`config.mk`:
```
export PLATFORM = sky130hd
export DESIGN_NAME = paddle_engine
export DESIGN_NICKNAME = d
export VERILOG_FILES = /design/src/rtl/paddle_pkg.sv /design/src/rtl/paddle_hold_fsm.sv /design/src/rtl/paddle_engine.sv
export SDC_FILE = /design/constraint.sdc
export NUM_CORES = 1
export LEC_CHECK = 0
export CAP_MARGIN = 30
export CORE_MARGIN = 2
export CORE_UTILIZATION = 40
export CTS_CLUSTER_SIZE = 24
export DETAILED_ROUTE_END_ITERATION = 8
export GPL_ROUTABILITY_DRIVEN = 1
export REMOVE_ABC_BUFFERS = 1
export SLEW_MARGIN = 15
export SYNTH_ARGS = -nofsm -noshare
export SYNTH_HDL_FRONTEND = slang
export SYNTH_SLANG_ARGS = --single-unit
export TNS_END_PERCENT = 1
```
`constraint.sdc`:
```
create_clock -name clk -period 7.94 [get_ports clk]
set_input_delay 1.588 -clock clk [delete_from_list [all_inputs] [get_ports clk]]
set_output_delay 1.588 -clock clk [all_outputs]
set_load 0.005 [all_outputs]
```
`src/rtl/paddle_pkg.sv`:
```
// Shared constants, state enum and coordinate helpers for the two-paddle engine.
package paddle_pkg;

   localparam int unsigned DISP_W    = 96;
   localparam int unsigned DISP_H    = 64;
   localparam int unsigned PAD_H     = 20;
   localparam int unsigned PAD_W     = 3;
   localparam int unsigned BORDER    = 3;
   localparam int unsigned BTN_STEP  = 6;
   localparam int unsigned LVL_STEP  = 3;
   localparam int unsigned SLEW_MAX  = 2;
   localparam int unsigned REP_DELAY = 8;
   localparam int unsigned REP_RATE  = 2;
   localparam int unsigned LVL_W     = 4;
   localparam int unsigned COORD_W   = 7;
   localparam int unsigned CNT_W     = $clog2(REP_DELAY + 1);

   localparam int unsigned HALF_W   = PAD_W / 2;
   localparam int unsigned HALF_H   = PAD_H / 2;
   localparam int unsigned Y_MIN    = PAD_H / 2;
   localparam int unsigned Y_MAX    = DISP_H - 1 - PAD_H / 2;
   localparam int unsigned Y_MID    = DISP_H / 2;
   localparam int unsigned X_USER   = BORDER;
   localparam int unsigned X_AUDIO  = DISP_W - 1 - BORDER;
   localparam int unsigned LVL_BASE = DISP_H - PAD_H / 2;

   typedef logic [COORD_W-1:0] coord_t;
   typedef logic signed [7:0]  sval_t;

   typedef enum logic [1:0] {IDLE, HOLD, REPEAT} hold_state_t;

   function automatic sval_t to_s(input coord_t c);
      return signed'({1'b0, c});
   endfunction

   function automatic sval_t const_s(input int unsigned v);
      return signed'(8'(v));
   endfunction

   // Signed intermediates keep a step past either edge from wrapping.
   function automatic coord_t clamp_y(input sval_t v);
      coord_t r;
      if (v < const_s(Y_MIN))      r = COORD_W'(Y_MIN);
      else if (v > const_s(Y_MAX)) r = COORD_W'(Y_MAX);
      else                         r = COORD_W'(v);
      return r;
   endfunction

   function automatic logic near(input coord_t a, input coord_t c, input int unsigned half);
      sval_t d;
      d = to_s(a) - to_s(c);
      return (d <= const_s(half)) && (d >= -const_s(half));
   endfunction

endpackage

```
`src/rtl/paddle_hold_fsm.sv`:
```
// Button press-step / hold-to-repeat FSM; step pulses are valid in the tick cycle.
module paddle_hold_fsm
   import paddle_pkg::*;
(
   input  logic clk,
   input  logic rst,
   input  logic tick,
   input  logic enable,
   input  logic btn_up,
   input  logic btn_dn,
   output logic step_up_c,
   output logic step_dn_c
);

   hold_state_t      state;
   logic [CNT_W-1:0] cnt;
   logic [CNT_W-1:0] cnt_inc;
   logic [CNT_W-1:0] limit;
   logic             dir_up;
   logic             press;
   logic             turn;
   logic             expire;
   logic             step;

   // Up wins when both buttons are held; a direction flip restarts the hold.
   always_comb begin
      press     = btn_up | btn_dn;
      cnt_inc   = cnt + CNT_W'(1);
      limit     = (state == REPEAT) ? CNT_W'(REP_RATE) : CNT_W'(REP_DELAY);
      turn      = press && (btn_up != dir_up);
      expire    = (cnt_inc == limit);
      step      = 1'b0;
      if (tick && enable && press)
         step = (state == IDLE) || turn || expire;
      step_up_c = step && btn_up;
      step_dn_c = step && !btn_up;
   end

   always_ff @(posedge clk or posedge rst) begin
      if (rst) begin
         state  <= IDLE;
         cnt    <= '0;
         dir_up <= 1'b0;
      end else if (tick) begin
         if (!enable || !press) begin
            state <= IDLE;
            cnt   <= '0;
         end else if (state == IDLE || turn) begin
            state  <= HOLD;
            cnt    <= '0;
            dir_up <= btn_up;
         end else if (expire) begin
            state <= REPEAT;
            cnt   <= '0;
         end else begin
            cnt <= cnt_inc;
         end
      end
   end

endmodule

```
`src/rtl/paddle_engine.sv`:
```
// Two-paddle controller: button-driven left paddle, slew-limited right paddle, registered hit test.
// Define PADDLE_AI_EN to make the right paddle track ballY instead of the audio level.
module paddle_engine
   import paddle_pkg::*;
(
   input  logic               clk,
   input  logic               rst,
   input  logic               tick,
   input  logic               enable,
   input  logic               btnU,
   input  logic               btnD,
   input  logic [LVL_W-1:0]   level,
   input  logic [COORD_W-1:0] ballY,
   input  logic [COORD_W-1:0] x,
   input  logic [COORD_W-1:0] y,
   output logic [COORD_W-1:0] userX,
   output logic [COORD_W-1:0] userY,
   output logic [COORD_W-1:0] audioX,
   output logic [COORD_W-1:0] audioY,
   output logic               userHit,
   output logic               audioHit
);

   logic   step_up_c;
   logic   step_dn_c;
   coord_t user_next_c;
   coord_t audio_target_c;
   coord_t audio_next_c;
   sval_t  diff_c;
   sval_t  slew_c;

   paddle_hold_fsm u_hold (
      .clk       (clk),
      .rst       (rst),
      .tick      (tick),
      .enable    (enable),
      .btn_up    (btnU),
      .btn_dn    (btnD),
      .step_up_c (step_up_c),
      .step_dn_c (step_dn_c)
   );

   always_comb begin
      user_next_c = userY;
      if (step_up_c)      user_next_c = clamp_y(to_s(userY) - const_s(BTN_STEP));
      else if (step_dn_c) user_next_c = clamp_y(to_s(userY) + const_s(BTN_STEP));
   end

`ifdef PADDLE_AI_EN
   logic [LVL_W-1:0] unused_level;
   assign unused_level   = level;
   assign audio_target_c = clamp_y(to_s(ballY));
`else
   logic [COORD_W-1:0] unused_ball;
   assign unused_ball    = ballY;
   assign audio_target_c = clamp_y(const_s(LVL_BASE) - const_s(LVL_STEP) * signed'(8'(level)));
`endif

   // Move toward the target by at most SLEW_MAX per tick.
   always_comb begin
      diff_c = to_s(audio_target_c) - to_s(audioY);
      if (diff_c > const_s(SLEW_MAX))       slew_c = const_s(SLEW_MAX);
      else if (diff_c < -const_s(SLEW_MAX)) slew_c = -const_s(SLEW_MAX);
      else                                  slew_c = diff_c;
      audio_next_c = COORD_W'(to_s(audioY) + slew_c);
   end

   always_ff @(posedge clk or posedge rst) begin
      if (rst) begin
         userX    <= COORD_W'(X_USER);
         audioX   <= COORD_W'(X_AUDIO);
         userY    <= COORD_W'(Y_MID);
         audioY   <= COORD_W'(Y_MID);
         userHit  <= 1'b0;
         audioHit <= 1'b0;
      end else begin
         userHit  <= enable && near(x, userX, HALF_W) && near(y, userY, HALF_H);
         audioHit <= enable && near(x, audioX, HALF_W) && near(y, audioY, HALF_H);
         if (tick) begin
            if (!enable) begin
               userY  <= COORD_W'(Y_MID);
               audioY <= COORD_W'(Y_MID);
            end else begin
               userY  <= user_next_c;
               audioY <= audio_next_c;
            end
         end
      end
   end

endmodule

```
==> results of run 1 <==
==> synthesized netlist by cell type (4+ instances only) <==
library cell,number,area [sq um]
or2_2,5,31.3
dfrtp_1,21,526
nor3_1,5,25.0
inv_1,41,154
nand2_1,21,78.8
xnor2_1,11,96.3
buf_4,14,105
mux2i_1,4,40.0
nand2b_1,7,43.8
o22ai_1,5,31.3
o21ai_0,26,130
o211ai_1,4,30.0
a31oi_1,11,68.8
clkbuf_1,8,30.0
nand3_1,14,70.1
a21boi_0,4,30.0
a21oi_1,23,115
o21a_1,4,30.0
ha_1,38,475
a21o_1,8,60.1
o21bai_1,4,30.0
fa_1,5,100
and3_1,7,43.8
nor2b_1,6,37.5
buf_2,7,35.0
xor2_1,10,87.6
nor2_1,34,128
==> cell usage in the layout (no fill, tap or decap), types with 4 or more instances in the layout <==
master,count
inv_1,41
ha_1,38
clkdlybuf4s50_1,38
nor2_1,34
o21ai_0,26
a21oi_1,23
nand2_1,21
dfrtp_1,21
nand3_1,14
conb_1,14
a31oi_1,11
xnor2_1,11
xor2_1,10
a21o_1,8
nand2b_1,7
and3_1,7
nor2b_1,6
nor3_1,5
o22ai_1,5
or2_2,5
fa_1,5
o21bai_1,4
o211ai_1,4
o21a_1,4
mux2i_1,4
a21boi_0,4
==> metrics by stage <==
step	std cells	hold slack, ps
after floorplan	403	489
after global placement	546	519
after detailed placement	546	525
after CTS	550	538
after global routing	551	570
final	551	534
==> layer usage <==
metal	up-vias	track usage (%)	share of wire, %
met5	-	0	0
li1	1552	-	-
met3	4	0.949	4.0
met1	1434	25.0	48
met4	0	3.45	0.66
met2	64	30.2	47
==> final cells by class <==
type	count	area (sq um)
multi-input cells	337	2450
clock buffers	4	45.0
well taps	105	131
repair buffers	39	395
inverters	43	161
fillers	826	4410
flip-flops and latches	23	578
==> flip-flops by register name, summed over array words and instances, names as in the netlist <==
| name | count |
|---|---|
| audioY | 7 |
| audioHit | 1 |
| u_hold.cnt | 4 |
| u_hold.state | 2 |
| u_hold.dir_up | 1 |
| userY | 7 |
| userHit | 1 |
==> power by group <==
part | switching (W) | total [W] | internal [W]
logic | 0.000378 | 0.000708 | 0.000330
registers | 0.0000633 | 0.000207 | 0.000143
clock network | 0.0000382 | 0.0000741 | 0.0000358
==> worst min-delay path: stages (launching register included) <==
cell	delay, ps
dfstp_2	400
nor2_1	100
a31oi_1	40
==> cells by family (layout without fill, tap and decap cells) <==
logic type,after synthesis,after routing
AOI/OAI and AO/OA,128,128
xor gates and xnor gates,21,21
adders and majority gates,44,44
buffers and inverters,75,86
DFF,23,23
muxes,6,6
other,1,14
and+or+nand+nor,124,124
==> how the worst max path moves through the flow <==
stage	start	endpoint	slack, ps	cells after the start
after floorplan	level[1]	audioY[6]$_DFFE_PP0P_	2020	23
after global placement	level[1]	audioY[6]$_DFFE_PP0P_	1050	24
after detailed placement	level[1]	audioY[6]$_DFFE_PP0P_	940	25
after CTS	level[1]	audioY[6]$_DFFE_PP0P_	1190	25
after global routing	level[1]	audioY[6]$_DFFE_PP0P_	790	23
final	level[1]	audioY[6]$_DFFE_PP0P_	1200	24
==> results.md, run 1 <==
- Setup slack after layout: 1200 ps
- Yosys reg bits: 23
- Predominant post-synthesis flop cell: dfrtp_1
- First-pass detailed-route iteration total: 4
- DRC violation total after the first TritonRoute iteration: 144
- # setup viols final: 0
- Via count of the first global-routing pass: 2,846
- List of cells traversed by the critical path: clkdlybuf4s50_1 -> inv_1 -> ha_1 -> fa_1 -> a21o_1 -> a21oi_1 -> inv_1 -> a211o_1 -> o21ai_0 -> ha_1 -> nor2b_1 -> o21ai_0 -> a21boi_0 -> o41a_1 -> o211ai_1 -> o2bb2ai_1 -> ha_1 -> fa_1 -> a21o_1 -> a21oi_1 -> o21ai_0 -> nor2_1 -> mux2i_1 -> o221ai_1
- Die footprint: 9130 sq um
- Max Slew Vio Count: 0
- Reg-to-Reg End: audioY[6]$_DFFE_PP0P_
- Worst setup path category: in -> reg
- Endpoint kind of the worst setup timing path: register
- Post-cts hold buffer count: 0
- Clock-pin slew on the worst setup and hold paths: 80 ps
- Share of async-settable or async-resettable flops after synthesis: 100%
- Number of antenna violations at the first check in global routing: 0
- Combinational family with the most area after synthesis: compound AO/OA/AOI/OAI gates
- Die W: 95.5 um
- Max-cap violations: 0
- Quantity of I/O buffers inserted on ports: 38
- Final instance area: 3760 sq um
- Xor and xnor area share after synthesis: 5.49%
- Setup repair after global routing missed its margin: false
- Largest vdd supply drop: 0.000103 V
- Ratio of total power to cell area: 263 nW/um^2
- R2r startpoint: audioY[1]$_DFFE_PP0P_
- # clock sinks: 23
- Area of the mapped netlist: 3350 sq um
- Post-synthesis share of cell area spent on and, or, nand and nor gates: 19.8%
- Worst hold path class: reg -> reg
- Sort of element at the start of the critical path: primary input
- Total of warnings raised by yosys: 14
- Core occupancy in the finished layout: 46.0%
- Hold Path End: audioY[5]$_DFFE_PP1P_
- Inserted Diodes: 0
- Core region area: 8180 sq um
- CP Buf/Inv Count: 3
- Routed wire length per instance: 14.0 um
- Largest stage delay on the critical path: 500 ps
- Initial cell density of the core: 41.0%
- Vertical die dimension: 95.5 um
- Post-synthesis sequential area ratio: 17.3%
- Wire length after detailed routing: 7740 um
- Maximum buffer depth of the clock tree: 2
- Final hold violation count: 0
- Compound-cell area share of the yosys netlist: 27.0%
- Post-detailed-route DRC marker count: 0
- Data required time at the worst endpoint: 8110 ps
- Resized cells post-CTS: 0
- Cell count of the worst hold path: 2
- CTS Buf Count: 3
- Post-synthesis share of cell area spent on full adders, half adders and majority gates: 17.5%
- I/O pins: 61
- Total routing usage reported by global routing: 17.8%
- Synth Area per Inst: 7.94 sq um
- Relative slew margins: 51.3%
- Max Freq: 148 MHz
- Number of enable-type register cells in the synthesized netlist: 0
- Number of nets in the layout: 521
- CP Max Fanout: 4
- Number of vias per cell: 5.54
- ANT nets after route: 0
- Relative area change from synthesis to final layout: 12.2%
- TritonCTS clock tree: done
- Proportion of layout cells with a drive suffix above 1: 5.61%
- Site Rows: 33
- Largest net degree at the start of global routing: 24
- DR vias: 3,054
- Distinct cell type count after synthesis: 74
- Sum of negative setup slack: 0 ps
- PnR Total Power: 0.000989 W
- Crit path time final: 6740 ps
- Max H-tree Level: 1
- Post-synthesis instance total: 422
- Fraction of the cycle the final worst path needs: 84.9%
- Clock latency on the worst-skew pair: 260 ps
- CP max-delay cell: clkdlybuf4s50_1
- Cells on worst reg2reg path: 16
- Wire length of the first global-routing pass: 13,200 um
- Critical path arrival: 6910 ps
- Instance area at placement: 3700 sq um
- Proportion of synthesized area in mux cells: 1.87%
- Largest clock skew in the final design: 1.43 ps
- Startpoint of the tightest hold check path: audioY[5]$_DFFE_PP1P_
- Result of the run: completed
- LEAKAGE: 1.64 nW
- Root buffer cell: clkbuf_8
- HPWL Detailed: 6080 um
- Total overflow reported by the global router: 0
- Actual transition at the worst max-transition pin: 729 ps
- Post-CTS setup buffer count: 0
- Global placement routability congestion: 0.845
- Placement-stage worst setup slack: 941 ps
- Crit path max-delay family: compound AO/OA/AOI/OAI gates
- Minimum setup slack among reg-to-reg paths: 4130 ps
Note: power is estimated with default switching activity, not from simulation.
==> inputs of run 2 (changes only) <==
Clock period 7.94 ns to 6.8 ns, I/O delays scaled along.
==> run 2 against run 1 <==
Via count rose by 0.56%. Non-clock buffer count rose by 1. Sequential cell count did not move. Sequential share of layout area fell by 0.15 points. Cell count rose by 0.18%. Register-to-register slack got worse by 1100 ps. Highest routed layer unchanged.
==> results.md, run 2 (synthesis results as in run 1) <==
- Result of the run: completed (unchanged)
- Final instance area: 3800 sq um (was 3760 sq um)
- Inserted Diodes: 0 (unchanged)
- First-pass detailed-route iteration total: 4 (unchanged)
- Endpoint kind of the worst setup timing path: register (unchanged)
- Cells on worst reg2reg path: 16 (unchanged)
- Vertical die dimension: 95.5 um (unchanged)
- Relative slew margins: 51.8% (was 51.3%)
- FF+latch area: 578 sq um (unchanged)
- # clock sinks: 23 (unchanged)
- Highest-count cells in the layout ignoring fill and taps: inv_1 (41), ha_1 (38), clkdlybuf4s50_1 (38), nor2_1 (34), o21ai_0 (25) (was inv_1 (41), ha_1 (38), clkdlybuf4s50_1 (38), nor2_1 (34), o21ai_0 (26))
- Die W: 95.5 um (unchanged)
- Placement-stage worst setup slack: 44.5 ps (was 941 ps)
- Minimum setup slack among reg-to-reg paths: 3050 ps (was 4130 ps)
- Sum of negative setup slack: 0 ps (unchanged)
- Total routing usage reported by global routing: 18.1% (was 17.8%)
- DR vias: 3,071 (was 3,054)
- Root buffer cell: clkbuf_8 (unchanged)
- Max Slew Vio Count: 0 (unchanged)
- Actual transition at the worst max-transition pin: 721 ps (was 729 ps)
- TritonCTS clock tree: done (unchanged)
- Wire length after detailed routing: 8000 um (was 7740 um)
- CTS Buf Count: 3 (unchanged)
- Cell count of the worst hold path: 2 (unchanged)
- Wire length of the first global-routing pass: 13,500 um (was 13,200 um)
- Final hold violation count: 0 (unchanged)
- DRC violation total after the first TritonRoute iteration: 135 (was 144)
- Combined area of the multi-input logic cells: 2460 sq um (was 2450 sq um)
- Relative area change from synthesis to final layout: 13.3% (was 12.2%)
- Largest clock skew in the final design: 3.95 ps (was 1.43 ps)
- Site Rows: 33 (unchanged)
- # setup viols final: 0 (unchanged)
- Sort of element at the start of the critical path: primary input (unchanged)
- Clock latency on the worst-skew pair: 270 ps (was 260 ps)
- Critical path arrival: 6590 ps (was 6910 ps)
- Hold Path End: audioY[5]$_DFFE_PP1P_ (unchanged)
- Global placement routability congestion: 0.850 (was 0.845)
- Data required time at the worst endpoint: 6970 ps (was 8110 ps)
- Instance area at placement: 3700 sq um (unchanged)
- Final non-filler cell total: 552 (was 551)
- Maximum buffer depth of the clock tree: 2 (unchanged)
- Post-cts hold buffer count: 0 (unchanged)
- Largest net degree at the start of global routing: 24 (unchanged)
- Worst setup path category: in -> reg (unchanged)
- Commonest non-fill, non-tap cell in the layout: inv_1 (unchanged)
- Clock-pin slew on the worst setup and hold paths: 90 ps (was 80 ps)
- Total overflow reported by the global router: 0 (unchanged)
- Core region area: 8180 sq um (unchanged)
- LEAKAGE: 1.65 nW (was 1.64 nW)
- ANT nets after route: 0 (unchanged)
- Max H-tree Level: 1 (unchanged)
- Setup slack after layout: 388 ps (was 1200 ps)
- Final-layout worst hold slack: 547 ps (was 534 ps)
- Worst hold path class: reg -> reg (unchanged)
- Largest vdd supply drop: 0.000113 V (was 0.000103 V)
- Routed wire length per instance: 14.5 um (was 14.0 um)
- Placed instance count: 546 (unchanged)
- I/O pins: 61 (unchanged)
- HPWL Detailed: 6220 um (was 6080 um)
- Reg-to-Reg End: audioY[6]$_DFFE_PP0P_ (unchanged)
- Fraction of the cycle the final worst path needs: 94.3%
- Initial cell density of the core: 41.0% (unchanged)
- Max-cap violations: 0 (unchanged)
- Via count of the first global-routing pass: 2,874 (was 2,846)
- Proportion of layout cells with a drive suffix above 1: 6.49% (was 5.61%)
- Ratio of total power to cell area: 309 nW/um^2 (was 263 nW/um^2)
- Number of nets in the layout: 522 (was 521)
- Quantity of I/O buffers inserted on ports: 38 (unchanged)
- Startpoint of the tightest hold check path: audioY[5]$_DFFE_PP1P_ (unchanged)
- Max Freq: 156 MHz
- Post-detailed-route DRC marker count: 0 (unchanged)
- Largest registers: audioY x7, userY x7, u_hold.cnt x4 (unchanged)
- Number of antenna violations at the first check in global routing: 0 (unchanged)
- Crit path time final: 6410 ps
- Die footprint: 9130 sq um (unchanged)
- Number of vias per cell: 5.56 (was 5.54)
- R2r startpoint: audioY[1]$_DFFE_PP0P_ (unchanged)
- CP Max Fanout: 4 (unchanged)
- Final-layout fill cell count: 831 (was 826)
[run 2: cell count changes in the layout (fill, tap and decap cells not counted), sizes merged]
cell,previous run,this run
clkinvlp,0,1
[run 2: final cells by class]
| type | count | area share [%] |
|---|---|---|
| inverter | 43 | 4.25 |
| multi-input combinational | 337 | 64.9 |
| clock inverter | 1 | 0.198 |
| sequential | 23 | 15.2 |
| clock buffer | 3 | 1.09 |
| tap | 105 | 3.46 |
| timing repair buffer | 40 | 10.9 |
[run 2: through the flow]
stage / power [W] / utilization, %
6_report: 0.00117 / 46.4
5_1_grt: 0.00130 / 46.4
3_5_place_dp: 0.00107 / 45.3
4_1_cts: 0.00117 / 45.9
3_3_place_gp: 0.00105 / 45.3
2_1_floorplan: 0.000852 / -
[run 2: worst max path at each step]
stage / from / end / slack, ps
detailed placement: level[1] / audioY[6]$_DFFE_PP0P_ / 40
global route: level[1] / audioY[6]$_DFFE_PP0P_ / -8
CTS: level[1] / audioY[6]$_DFFE_PP0P_ / 290
floorplan: level[1] / audioY[6]$_DFFE_PP0P_ / 1110
finish: level[1] / audioY[6]$_DFFE_PP0P_ / 390
global placement: level[1] / audioY[6]$_DFFE_PP0P_ / 150
[run 2: timing repair]
item	in CTS	in global routing
resized for setup	0	6
endpoints found under the setup margin	0	2
buffers inserted	0	1
[run 2: worst max-delay path, cell delays in order]
cell,delay (ps)
clkdlybuf4s50_1,500
inv_1,70
ha_1,330
fa_1,470
a21o_1,190
a21oi_2,230
inv_1,90
a211o_1,310
o21ai_0,100
ha_1,250
nor2b_1,120
o21ai_0,210
a21boi_1,170
o41a_1,340
o211ai_1,130
o2bb2ai_1,110
ha_1,210
fa_1,410
a21o_1,170
a21oi_1,210
o21ai_0,190
nor2_1,120
mux2i_1,80
o221ai_1,180
[run 2: per-layer routing]
| metal | vias up | track usage, % | wire length, um |
|---|---|---|---|
| met5 | - | 0 | 0 |
| met4 | 0 | 4.52 | 110 |
| met3 | 10 | 1.26 | 241 |
| met2 | 58 | 29.4 | 3720 |
| met1 | 1457 | 26.0 | 3930 |
| li1 | 1546 | - | - |
[run 2: power by group]
part / leakage [nW] / switching (W) / internal [W] / total [W]
combinational: 1.33 / 0.000450 / 0.000390 / 0.000840
clock: 0.0217 / 0.0000476 / 0.0000415 / 0.0000891
sequential: 0.301 / 0.0000762 / 0.000168 / 0.000244
total: 1.65 / 0.000574 / 0.000599 / 0.00117
